File: src/rtl/shared_port_arbiter.sv
// rtl/shared_port_arbiter.sv - round-robin sequencer sharing one synchronous memory port
//
// Purpose: grants one of REQ_COUNT requesters at a time in round-robin order,
// checks the granted address against [ADDR_BASE, ADDR_BOUND], rebases it to a
// port-local offset, drives a single read or write strobe, waits the port's
// fixed read latency and returns a one-hot completion pulse. Out-of-range
// requests complete with an error response and never touch the port.
//
// Ports:
//   clock_i      clock, all logic on rising edge
//   reset_i      asynchronous active-high reset
//   req_valid_i  per-requester request pending
//   req_ready_o  one-hot grant, combinational, only while idle
//   req_write_i  per-requester direction (1 = write)
//   req_addr_i   packed requester addresses, requester i at [i*ADDR_WIDTH +: ADDR_WIDTH]
//   req_wdata_i  packed requester write data, same packing
//   rsp_valid_o  one-hot one-cycle completion pulse
//   rsp_error_o  qualifies rsp_valid_o: address was out of range
//   rsp_rdata_o  read data, valid with rsp_valid_o (0 for writes and errors)
//   mem_rden_o   port read strobe
//   mem_wren_o   port write strobe
//   mem_addr_o   port-local address (request address minus ADDR_BASE)
//   mem_wdata_o  port write data
//   mem_rdata_i  port read data, RD_LATENCY cycles after the read strobe
module shared_port_arbiter #(
  parameter int REQ_COUNT  = 4,
  parameter int ADDR_WIDTH = 10,
  parameter int DATA_WIDTH = 36,
  parameter int ADDR_BASE  = 0,
  parameter int ADDR_BOUND = 1023,
  parameter int RD_LATENCY = 2
) (
  input  logic                            clock_i,
  input  logic                            reset_i,
  input  logic [REQ_COUNT-1:0]            req_valid_i,
  output logic [REQ_COUNT-1:0]            req_ready_o,
  input  logic [REQ_COUNT-1:0]            req_write_i,
  input  logic [REQ_COUNT*ADDR_WIDTH-1:0] req_addr_i,
  input  logic [REQ_COUNT*DATA_WIDTH-1:0] req_wdata_i,
  output logic [REQ_COUNT-1:0]            rsp_valid_o,
  output logic                            rsp_error_o,
  output logic [DATA_WIDTH-1:0]           rsp_rdata_o,
  output logic                            mem_rden_o,
  output logic                            mem_wren_o,
  output logic [ADDR_WIDTH-1:0]           mem_addr_o,
  output logic [DATA_WIDTH-1:0]           mem_wdata_o,
  input  logic [DATA_WIDTH-1:0]           mem_rdata_i
);

  localparam int IDX_W = $clog2(REQ_COUNT);
  localparam int CNT_W = $clog2(RD_LATENCY) + 1;

  // Range bounds held as signed values two bits wider than the address so
  // the comparison stays meaningful even when a bound sits at the edge of
  // the address space.
  localparam logic signed [ADDR_WIDTH+1:0] BASE_S  = (ADDR_WIDTH+2)'(ADDR_BASE);
  localparam logic signed [ADDR_WIDTH+1:0] BOUND_S = (ADDR_WIDTH+2)'(ADDR_BOUND);
  localparam logic [ADDR_WIDTH-1:0]        BASE_A  = ADDR_WIDTH'(ADDR_BASE);
  localparam logic [IDX_W-1:0]             LAST_IDX = IDX_W'(REQ_COUNT - 1);
  localparam logic [CNT_W-1:0]             CNT_INIT = CNT_W'(RD_LATENCY - 1);

  typedef enum logic [1:0] {S_IDLE, S_ACCESS, S_WAIT, S_RESP} state_t;

  state_t                  state_q;
  logic [IDX_W-1:0]        rr_ptr_q;
  logic [IDX_W-1:0]        gnt_q;
  logic                    write_q;
  logic [CNT_W-1:0]        cnt_q;
  logic [REQ_COUNT-1:0]    rsp_valid_q;
  logic                    rsp_error_q;
  logic [DATA_WIDTH-1:0]   rsp_rdata_q;
  logic                    mem_rden_q;
  logic                    mem_wren_q;
  logic [ADDR_WIDTH-1:0]   mem_addr_q;
  logic [DATA_WIDTH-1:0]   mem_wdata_q;

  logic [ADDR_WIDTH-1:0]   addr_arr  [REQ_COUNT];
  logic [DATA_WIDTH-1:0]   wdata_arr [REQ_COUNT];

  logic                    gnt_found_d;
  logic [IDX_W-1:0]        gnt_d;
  logic [ADDR_WIDTH-1:0]   sel_addr_d;
  logic [DATA_WIDTH-1:0]   sel_wdata_d;
  logic                    sel_write_d;
  logic                    in_range_d;
  logic signed [ADDR_WIDTH+1:0] sel_addr_s;

  for (genvar i = 0; i < REQ_COUNT; i++) begin : g_unpack
    assign addr_arr[i]  = req_addr_i[i*ADDR_WIDTH +: ADDR_WIDTH];
    assign wdata_arr[i] = req_wdata_i[i*DATA_WIDTH +: DATA_WIDTH];
  end

  function automatic logic [REQ_COUNT-1:0] onehot(input logic [IDX_W-1:0] idx);
    logic [REQ_COUNT-1:0] r;
    r      = '0;
    r[idx] = 1'b1;
    return r;
  endfunction

  // Round-robin search: first pending requester starting at rr_ptr_q.
  always_comb begin : grant_search
    int               cand_int;
    logic [IDX_W-1:0] cand;
    gnt_found_d = 1'b0;
    gnt_d       = '0;
    cand_int    = 0;
    cand        = '0;
    for (int k = 0; k < REQ_COUNT; k++) begin
      cand_int = int'(rr_ptr_q) + k;
      if (cand_int >= REQ_COUNT) begin
        cand_int = cand_int - REQ_COUNT;
      end
      cand = IDX_W'(cand_int);
      if (!gnt_found_d && req_valid_i[cand]) begin
        gnt_found_d = 1'b1;
        gnt_d       = cand;
      end
    end
  end

  always_comb begin
    sel_addr_d  = addr_arr[gnt_d];
    sel_wdata_d = wdata_arr[gnt_d];
    sel_write_d = req_write_i[gnt_d];
    sel_addr_s  = $signed({2'b00, sel_addr_d});
    in_range_d  = (sel_addr_s >= BASE_S) && (sel_addr_s <= BOUND_S);
  end

  // Grant is the only combinational output; it is forced low while reset is
  // asserted so every output reads zero during reset.
  always_comb begin
    req_ready_o = '0;
    if (state_q == S_IDLE && gnt_found_d && !reset_i) begin
      req_ready_o = onehot(gnt_d);
    end
  end

  always_ff @(posedge clock_i or posedge reset_i) begin
    if (reset_i) begin
      state_q     <= S_IDLE;
      rr_ptr_q    <= '0;
      gnt_q       <= '0;
      write_q     <= 1'b0;
      cnt_q       <= '0;
      rsp_valid_q <= '0;
      rsp_error_q <= 1'b0;
      rsp_rdata_q <= '0;
      mem_rden_q  <= 1'b0;
      mem_wren_q  <= 1'b0;
      mem_addr_q  <= '0;
      mem_wdata_q <= '0;
    end else begin
      // Strobes and response are single-cycle pulses; they are raised on the
      // edge that enters the state in which they must be visible.
      mem_rden_q  <= 1'b0;
      mem_wren_q  <= 1'b0;
      rsp_valid_q <= '0;
      rsp_error_q <= 1'b0;
      rsp_rdata_q <= '0;
      case (state_q)
        S_IDLE: begin
          if (gnt_found_d) begin
            gnt_q   <= gnt_d;
            write_q <= sel_write_d;
            if (in_range_d) begin
              state_q    <= S_ACCESS;
              mem_addr_q <= sel_addr_d - BASE_A;
              if (sel_write_d) begin
                mem_wren_q  <= 1'b1;
                mem_wdata_q <= sel_wdata_d;
              end else begin
                mem_rden_q  <= 1'b1;
              end
            end else begin
              state_q     <= S_RESP;
              rsp_valid_q <= onehot(gnt_d);
              rsp_error_q <= 1'b1;
            end
          end
        end
        S_ACCESS: begin
          if (write_q) begin
            state_q     <= S_RESP;
            rsp_valid_q <= onehot(gnt_q);
          end else begin
            state_q <= S_WAIT;
            cnt_q   <= CNT_INIT;
          end
        end
        S_WAIT: begin
          if (cnt_q == '0) begin
            state_q     <= S_RESP;
            rsp_valid_q <= onehot(gnt_q);
            rsp_rdata_q <= mem_rdata_i;
          end else begin
            cnt_q <= cnt_q - CNT_W'(1);
          end
        end
        S_RESP: begin
          state_q  <= S_IDLE;
          rr_ptr_q <= (gnt_q == LAST_IDX) ? '0 : gnt_q + IDX_W'(1);
        end
        default: state_q <= S_IDLE;
      endcase
    end
  end

  assign rsp_valid_o = rsp_valid_q;
  assign rsp_error_o = rsp_error_q;
  assign rsp_rdata_o = rsp_rdata_q;
  assign mem_rden_o  = mem_rden_q;
  assign mem_wren_o  = mem_wren_q;
  assign mem_addr_o  = mem_addr_q;
  assign mem_wdata_o = mem_wdata_q;

endmodule

File: config.mk
export PLATFORM = sky130hd
export DESIGN_NAME = shared_port_arbiter
export DESIGN_NICKNAME = d
export VERILOG_FILES = /design/src/rtl/shared_port_arbiter.sv
export SDC_FILE = /design/constraint.sdc
export NUM_CORES = 1
export LEC_CHECK = 0
export ABC_AREA = 0
export BUFFER_PORTS_ARGS = -buffer_cell sky130_fd_sc_hd__buf_2
export CELL_PAD_IN_SITES_DETAIL_PLACEMENT = 1
export CELL_PAD_IN_SITES_GLOBAL_PLACEMENT = 1
export CORE_MARGIN = 8
export CORE_UTILIZATION = 33
export DETAILED_ROUTE_END_ITERATION = 8
export PLACE_DENSITY_LB_ADDON = 0.1
export SLEW_MARGIN = 20
export SYNTH_ARGS = -nofsm -noshare
export SYNTH_HDL_FRONTEND = slang
export SYNTH_SLANG_ARGS = --single-unit
File: constraint.sdc
create_clock -name clock_i -period 8.13 [get_ports clock_i]
set_clock_uncertainty 0.1 [all_clocks]
set_input_delay 1.626 -clock clock_i [delete_from_list [all_inputs] [get_ports clock_i]]
set_output_delay 1.626 -clock clock_i [all_outputs]
set_load 0.05 [all_outputs]
==> flow_metrics.tcl, run 1 <==
set metrics [dict create \
    status "finished clean" \
    wl_per_cell_um 21.4 \
    vias 5322 \
    vdd_drop_max_mv 0.150 \
    clk_latency_ns 0.35 \
    worstPathArrival_ns 3.68 \
    maxSlewHeadroom 0.263 \
    ys_top_cells_by_area "dfrtp_1, a221oi_1, mux2i_1" \
    p_leak_nw 3.78 \
    cts-resized-gates 0 \
    dieHeight_um 141 \
    ios 323 \
    max_freq_mhz 185 \
    grt_overflow 0 \
    min_period_ns 5.41 \
    worst_setup_path_end_kind "output port" \
    grt_usage 0.213 \
    synth.ff_latch_count 97 \
    ctsHoldBuffers 0 \
    die_area_sq_um 20000 \
    min_path_type "reg2reg" \
    fin_tns_setup_ns 0 \
    viasPerCell 5.21 \
    final_cell_count_no_fill 1022 \
    place_congestion 0.787 \
    cp_max_fo 47 \
    cts_htree_levels 3 \
    synth_top_area_share 0.468 \
    ys_seq_area_frac 0.468 \
    layout.nets 1038 \
    async_reset_ff_frac 1.00 \
    rsz0062_at_grt "no" \
    worst_pin_slew_ns 1.10 \
    drt_iter0_drc 273 \
    synthToLayoutAreaGrowth_pct 38.0 \
    syn_inst 510 \
    io_buffers 321 \
    core_sq_um 15600 \
    period_share 0.665 \
    cp_slowest_cell "buf_2" \
    post-dp-hpwl_um 16700 \
    clk_pin_slew_worst_paths_ns 0.07 \
    synthFlopType "dfrtp_1" \
    yosysMostFrequentCell "dfrtp_1" \
    drcViolationCount 0 \
    antenna_found_initial 3 \
    power_density_nw_per_um2 391 \
    num_rows 46 \
    cts.path.max_buffers 2 \
    die_width_um 141 \
    first_global_vias 5735 \
    hold_viol 0 \
    maxCapViolCount 0 \
    cpPeakStageDelay_ns 0.69 \
    drive_above_1_share 0.445 \
    yosysWarningCount 0 \
    cts-root-buf "clkbuf_16" \
    cts_tree "built" \
    drv_slew 0 \
    initial_core_util 0.333 \
    grt_max_degree 61 \
    post-place-cells 1004 \
    syn_nets 749 \
    grt_pass1_wl_um 33100 \
    synth_edf_count 0 \
    cts_made_buffers 9 \
    yosys.area.top_type "dfrtp_1" \
    postRouteAntennaNets 0 \
    cp_data_required_time_ns 6.40 \
    synth_commonest_cells "dfrtp_1, nand3_1, a221oi_1, inv_1, and3_1" \
    path_cells "buf_2, nor4_1, nand2b_1, nor4_1, buf_2" \
    wirelength_um 21900 \
    finalSetupViolations 0 \
    syn-cell-area_sq_um 5190 \
    firstDrtPassIters 5 \
    synth_cell_types 45 \
    worstSetupStartpointType "input port" \
    crit_type "in2out" \
    hold_ws_ns 0.417 \
    clkSinkCount 97 \
    avgSynthCellArea_sq_um 10.2 \
    post-cts-setup-buffer-count 0 \
]
-- cells in the final DEF, fill, tap and decap left out, drive strengths merged, types with 2 or more instances in the layout --
| master | count |
|---|---|
| or2 | 2 |
| o2bb2ai | 36 |
| nor3 | 2 |
| nand2b | 4 |
| mux2i | 39 |
| nand3 | 53 |
| nor4 | 2 |
| nor2b | 4 |
| mux2 | 2 |
| dfrtp | 97 |
| and2 | 6 |
| buf | 328 |
| o21ai | 6 |
| nand2 | 11 |
| diode | 3 |
| nor2 | 21 |
| ha | 9 |
| and3 | 40 |
| o21bai | 2 |
| a31oi | 9 |
| clkbuf | 9 |
| a21oi | 6 |
| a221oi | 46 |
| inv | 49 |
| o31ai | 2 |
| o22ai | 4 |
-- final cells by class --
cell class	count	area, sq um
repair buffers	328	1660
diodes	3	7.51
multi-input cells	317	2320
clock inverters	6	75.1
fillers	1846	8440
inverters	46	175
well taps	216	270
flip-flops and latches	97	2430
clock buffers	9	225
-- flip-flops by register name, summed over array words and instances, names as in the netlist --
name	count
cnt_q	2
gnt_q	2
mem_addr_o	10
mem_rden_o	1
mem_wdata_o	36
mem_wren_o	1
rr_ptr_q	2
rsp_rdata_o	36
rsp_valid_o	4
state_q	2
write_q	1
-- critical path: cells and delay by family --
family,cells,cell delay (ns)
buf+inv,2,1.00
simple gates,3,1.05
-- where the power goes --
group	leakage [nW]	switching [mW]	internal [mW]	total, mW
combinational	2.40	1.16	0.444	1.60
clock	0.144	0.198	0.242	0.440
sequential	1.23	0.106	0.656	0.762
total	3.78	1.46	1.34	2.80
-- final timing paths --
check                                startpoint              end  slack (ns)  cells after the start
worst min-delay path            mem_wdata_o[18]  mem_wdata_o[18]        0.42                      2
worst min register to register  mem_wdata_o[18]  mem_wdata_o[18]        0.42                      2
max in group asynchronous               reset_i    mem_addr_o[9]        5.50                      3
worst max register to register      rr_ptr_q[1]   mem_wdata_o[4]        5.19                      7
min in group asynchronous               reset_i   mem_wdata_o[9]        1.24                      2
worst max-delay path             req_valid_i[3]   req_ready_o[3]        2.72                      5
-- logic make-up (layout without fill, tap and decap cells) --
logic type,count (synthesis),count (layout),share of synthesized area
buf+inv,96,389,0.0907
mux,41,41,0.0796
other cells,1,4,0.000723
simple gates,147,147,0.151
compound gates,119,119,0.189
fa+ha+maj,9,9,0.0217
flops,97,97,0.468
-- stage by stage --
step	utilization	cell area, sq um	total power, mW	setup slack [ns]
2_1_floorplan	-	5190	1.95	2.01
3_3_place_gp	0.439	6850	2.34	2.74
3_5_place_dp	0.439	6850	2.38	2.69
4_1_cts	0.458	7150	2.84	2.68
5_1_grt	0.459	7160	2.97	2.56
6_report	0.459	7160	2.80	2.72
-- metal layers --
layer,up-vias,global-route usage,part of all wire,routed length [um]
li1,2449,-,-,-
met5,-,0,0,0
met2,234,0.364,0.51,11100
met3,43,0.0528,0.071,1560
met4,0,0.102,0.035,760
met1,2596,0.246,0.39,8480
Power figures use the tool's default switching activity.
==> run 2, diff against run 1 <==
- ABC_AREA: 0 -> 1
- CORE_UTILIZATION: 33 -> 30
- clock period: 8.13 -> 5.1 ns (I/O delays scaled with it)
==> flow_metrics.tcl, run 2 <==
set metrics [dict create \
    seqPwrFrac 0.182 \
    wirelength_um 23800 \
    synthFlopType "dfrtp_1" \
    firstDrtPassIters 4 \
    synth_commonest_cells "nand2_1, nand3_1, dfrtp_1" \
    worstSetupStartpointType "input port" \
    synthSimpleGateAreaFrac 0.462 \
    maxSlewHeadroom 0.458 \
    synthAdderAreaFrac 0.0192 \
    cts_made_buffers 9 \
    grt_max_degree 75 \
    rsz0062_at_grt "no" \
    synth_top_family_by_area "simple AND/OR/NAND/NOR gates" \
    postRouteAntennaNets 0 \
    post-dp-hpwl_um 18500 \
    synth-xor-area-share 0 \
    grt_overflow 0 \
    syn_inst 912 \
    die_width_um 156 \
    async_reset_ff_frac 1.00 \
    worst_setup_path_end_kind "output port" \
    cts.path.max_buffers 2 \
    synthToLayoutAreaGrowth_pct 34.7 \
    power_density_nw_per_um2 804 \
    cts_tree "built" \
    crit_type "in2out" \
    vias 6630 \
    max_freq_mhz 257 \
    finalSetupViolations 0 \
    worstPathArrival_ns 2.77 \
    final_common_cell "nand2_1" \
    cts-resized-gates 0 \
    cts_htree_levels 3 \
    min_path_type "reg2reg" \
    p_switching_mw 3.83 \
    min_period_ns 3.89 \
    clkSinkCount 97 \
    antenna_found_initial 4 \
    initial_core_util 0.304 \
    drv_slew 0 \
    hold_viol 0 \
    drt_iter0_drc 256 \
    synth_compound_area_frac 0.0117 \
    yosysWarningCount 0 \
    post-cts-setup-buffer-count 0 \
    ys_top_cells_by_area "dfrtp_1, nand2_1, nand3_1" \
    synth.ff_latch_count 97 \
    grt_usage 0.194 \
    grt_pass1_wl_um 37600 \
    clk_latency_ns 0.34 \
    final_util 0.409 \
    avgSynthCellArea_sq_um 6.44 \
    syn-cell-area_sq_um 5870 \
    fin_tns_setup_ns 0 \
    viasPerCell 4.50 \
    worst_pin_slew_ns 0.814 \
    status "finished clean" \
    drcViolationCount 0 \
    synth_edf_count 0 \
    place_congestion 0.803 \
    layout.nets 1439 \
    power_frac_comb 0.710 \
    cp_slowest_cell "inv_1" \
    cp_max_fo 22 \
    synth_cell_types 24 \
    fin_total_pwr_mw 6.36 \
    path_cells "buf_2, inv_1, nand2_1, nand3_1, nand2_2, nor2_4, nand3_2, nand2_2, nand2_4, inv_1, nor3_1, buf_2" \
    wl_per_cell_um 16.2 \
    muxShareOfSynthArea 0 \
    dieHeight_um 156 \
    clk_pin_slew_worst_paths_ns 0.07 \
    syn_nets 1151 \
    yosys.area.top_type "dfrtp_1" \
    io_buffers 321 \
    clockPowerShare 0.108 \
    ios 323 \
    cts-root-buf "clkbuf_16" \
    p_leak_nw 5.11 \
    cp_data_required_time_ns 3.98 \
    vdd_drop_max_mv 0.620 \
    power.share.switching 0.602 \
    layout_common_cells "nand2_1, buf_2, nand3_1" \
    cpPeakStageDelay_ns 0.49 \
    drive_above_1_share 0.301 \
    ys_seq_area_frac 0.413 \
    yosysMostFrequentCell "nand2_1" \
    num_rows 51 \
    first_global_vias 6973 \
    period_share 0.763 \
    fin_ws_ns 1.21 \
    synth_top_area_share 0.413 \
    core_sq_um 19300 \
    internal_power_mw 2.53 \
    die_area_sq_um 24300 \
    maxCapViolCount 0 \
    ctsHoldBuffers 0 \
    place_ws_ns 1.09 \
]
## run 2: changes by cell type after synthesis, moves of 6 or more
cell	delta
a221oi_1	-46
nand3_1	+65
and2_1	-6
nor2_1	+28
a31oi_1	-8
o2bb2ai_1	-36
and3_1	-40
nand2_1	+485
inv_1	+12
mux2i_1	-39
buf_2	+15
clkbuf_1	-11
## run 2: through the flow
stage,hold WS (ns),instance area (sq um),instances
3_5_place_dp,0.359,7600,1454
2_1_floorplan,0.366,5880,912
6_report,0.372,7920,1472
3_3_place_gp,0.349,7600,1454
5_1_grt,0.382,7920,1472
4_1_cts,0.376,7910,1470
## run 2: worst paths after layout
check                                start         endpoint  slack (ns)  cells after the start
setup / recovery            req_valid_i[3]   req_ready_o[0]        1.21                     12
hold / removal             mem_wdata_o[23]  mem_wdata_o[23]        0.37                      2
setup reg to reg               rr_ptr_q[0]   mem_wdata_o[4]        1.58                     17
hold reg to reg            mem_wdata_o[23]  mem_wdata_o[23]        0.37                      2
max in group asynchronous          reset_i    mem_addr_o[4]        2.99                      4
min in group asynchronous          reset_i          write_q        0.71                      3
## run 2: layout make-up
class / count / area, sq um
Antenna cell: 2 / 5.00
Timing Repair Buffer: 334 / 1700
Clock buffer: 9 / 225
Sequential cell: 97 / 2430
Fill cell: 2666 / 11400
Tap cell: 265 / 332
Inverter: 61 / 233
Clock inverter: 7 / 81.3
Multi-Input combinational cell: 697 / 2910
## run 2: power groups by stage
stage / registers, mW / clock network [mW] / logic, mW
2_1_floorplan: 1.85 / 0 / 2.86
3_3_place_gp: 1.17 / 0 / 4.58
3_5_place_dp: 1.17 / 0 / 4.61
4_1_cts: 1.16 / 0.718 / 4.62
5_1_grt: 1.20 / 0.742 / 5.12
6_report: 1.16 / 0.687 / 4.52
## run 2: worst max-delay path: cells and delay by family
kind | cells | cell delay, ns
AND/OR/NAND/NOR | 8 | 0.83
buffers and inverters | 4 | 0.90
## run 2: cell families (layout without fill, tap and decap cells)
| group | after synthesis | count (layout) |
|---|---|---|
| adder cells (fa/ha/maj) | 9 | 9 |
| other | 1 | 3 |
| buffers and inverters | 118 | 411 |
| AO/OA/AOI/OAI | 13 | 13 |
| flip-flops | 97 | 97 |
| AND/OR/NAND/NOR | 674 | 674 |
## run 2: metal layers
layer,GRT usage,share of wire,vias up
li1,-,-,3352
met1,0.232,0.42,3054
met2,0.324,0.47,198
met3,0.0670,0.090,22
met4,0.0494,0.011,4
met5,0,0.00076,-
==> run 3, diff against run 2 <==
- clock period: 5.1 -> 4 ns (I/O delays scaled with it)
==> flow_metrics.tcl, run 3 (synthesis results as in run 2) <==
set metrics [dict create \
    internal_power_mw 3.27 \
    cts.path.max_buffers 2 \
    post-place-cells 1457 \
    wl_per_cell_um 16.4 \
    status "finished clean" \
    fin_ws_ns 0.392 \
    min_path_type "reg2reg" \
    antenna_found_initial 5 \
    cp_max_fo 29 \
    clk_latency_ns 0.35 \
    ios 323 \
    min_period_ns 3.61 \
    seqPwrFrac 0.180 \
    hold_ws_ns 0.370 \
    grt_usage 0.198 \
    hold_viol 0 \
    cpMostUsedCell "nand2_2" \
    vdd_drop_max_mv 0.465 \
    dieHeight_um 156 \
    cp_data_required_time_ns 3.10 \
    p_leak_nw 5.13 \
    core_sq_um 19300 \
    worst_setup_path_end_kind "output port" \
    drcViolationCount 0 \
    cp_slowest_cell "dfrtp_2" \
    initial_core_util 0.304 \
    post-dp-hpwl_um 18500 \
    die_area_sq_um 24300 \
    grt_pass1_wl_um 38300 \
    drv_slew 0 \
    grt_overflow 0 \
    cts_htree_levels 3 \
    first_global_vias 6910 \
    ctsHoldBuffers 0 \
    critical-path-top-delay-family "simple AND/OR/NAND/NOR gates" \
    period_share 0.902 \
    max_freq_mhz 277 \
    cp-endpoint "req_ready_o[2]" \
    p_switching_mw 4.93 \
    whs_path_depth 2 \
    path_cells "inv_2, nand2_1, nand3_1, nand2_2, a21oi_1, nand2_2, nand2_4, inv_1, nor3_1, buf_2" \
    fin_total_pwr_mw 8.20 \
    grt_max_degree 72 \
    worst_pin_slew_ns 0.892 \
    r2r_start "rr_ptr_q[0]" \
    num_rows 51 \
    timing.critical_path.from "rr_ptr_q[0]" \
    firstDrtPassIters 4 \
    crit_cells 10 \
    power.share.switching 0.602 \
    cts-root-buf "clkbuf_16" \
    vias 6623 \
    viasPerCell 4.49 \
    worstReg2RegEnd "mem_wdata_o[19]" \
    placed_area_sq_um 7630 \
    drive_above_1_share 0.304 \
    worstPathArrival_ns 2.71 \
    synthToLayoutAreaGrowth_pct 35.1 \
    power_density_nw_per_um2 1030 \
    cts_made_buffers 9 \
    ff2ff_setup_slack_ns 0.97 \
    final_common_cell "nand2_1" \
    layout.nets 1442 \
    die_width_um 156 \
    io_buffers 321 \
    power_frac_comb 0.711 \
    finalSetupViolations 0 \
    wirelength_um 24100 \
    clockPowerShare 0.109 \
    postRouteAntennaNets 0 \
    maxCapViolCount 0 \
    reg2reg_depth 17 \
    fin_area_sq_um 7940 \
    cpPeakStageDelay_ns 0.50 \
    clkSinkCount 97 \
    place_congestion 0.830 \
    path_buf_inv 3 \
    crit_type "reg2out" \
    drt_iter0_drc 253 \
    cts_tree "built" \
    rsz0062_at_grt "no" \
    clk_pin_slew_worst_paths_ns 0.07 \
    place_ws_ns 0.397 \
    worstSetupStartpointType "flip-flop" \
    maxSlewHeadroom 0.405 \
    layout_common_cells "nand2_1, buf_2, nand3_1" \
    final_cell_count_no_fill 1475 \
]
[run 3: through the flow]
stage          TNS [ns]  utilization
5_1_grt               0        0.411
4_1_cts               0        0.410
6_report              0        0.411
2_1_floorplan    -0.398            -
3_5_place_dp          0        0.394
3_3_place_gp          0        0.394
[run 3: area by class of cell]
| class | instances | area, sq um |
|---|---|---|
| Multi-Input combinational cell | 697 | 2910 |
| Sequential cell | 97 | 2430 |
| Clock inverter | 7 | 81.3 |
| Fill cell | 2628 | 11400 |
| Tap cell | 265 | 332 |
| Antenna cell | 2 | 5.00 |
| Inverter | 61 | 233 |
| Clock buffer | 9 | 225 |
| Timing Repair Buffer | 337 | 1730 |
[run 3: power groups by stage]
stage	Clock, mW	Sequential, mW	Combinational, mW
2_1_floorplan	0	2.36	3.65
3_3_place_gp	0	1.49	5.92
3_5_place_dp	0	1.49	5.97
4_1_cts	0.926	1.48	5.98
5_1_grt	0.961	1.52	6.64
6_report	0.894	1.48	5.83
[run 3: worst reg2reg max path: cells and delay by family (launching register included)]
family | cells | cell delay (ns)
buf+inv | 4 | 1.03
flops | 1 | 0.50
simple gates | 13 | 1.32
[run 3: how the worst min path moves through the flow]
stage | from | to | slack, ns
2_1_floorplan | cnt_q[0] | cnt_q[0] | 0.37
3_3_place_gp | mem_wdata_o[11] | mem_wdata_o[11] | 0.35
3_5_place_dp | mem_wdata_o[35] | mem_wdata_o[35] | 0.35
4_1_cts | mem_wdata_o[35] | mem_wdata_o[35] | 0.37
5_1_grt | mem_wdata_o[35] | mem_wdata_o[35] | 0.39
6_report | mem_wdata_o[35] | mem_wdata_o[35] | 0.37
[run 3: what timing repair did]
action,4_1_cts,5_1_grt
setup endpoints to repair,0,2
buffers inserted,0,0
gates resized for setup,0,1
[run 3: routing by layer]
layer,vias up,global-route usage,share of wire
met1,3021,0.238,0.41
met3,17,0.0748,0.099
li1,3368,-,-
met2,211,0.329,0.48
met5,-,0,0.0012
met4,6,0.0448,0.0078
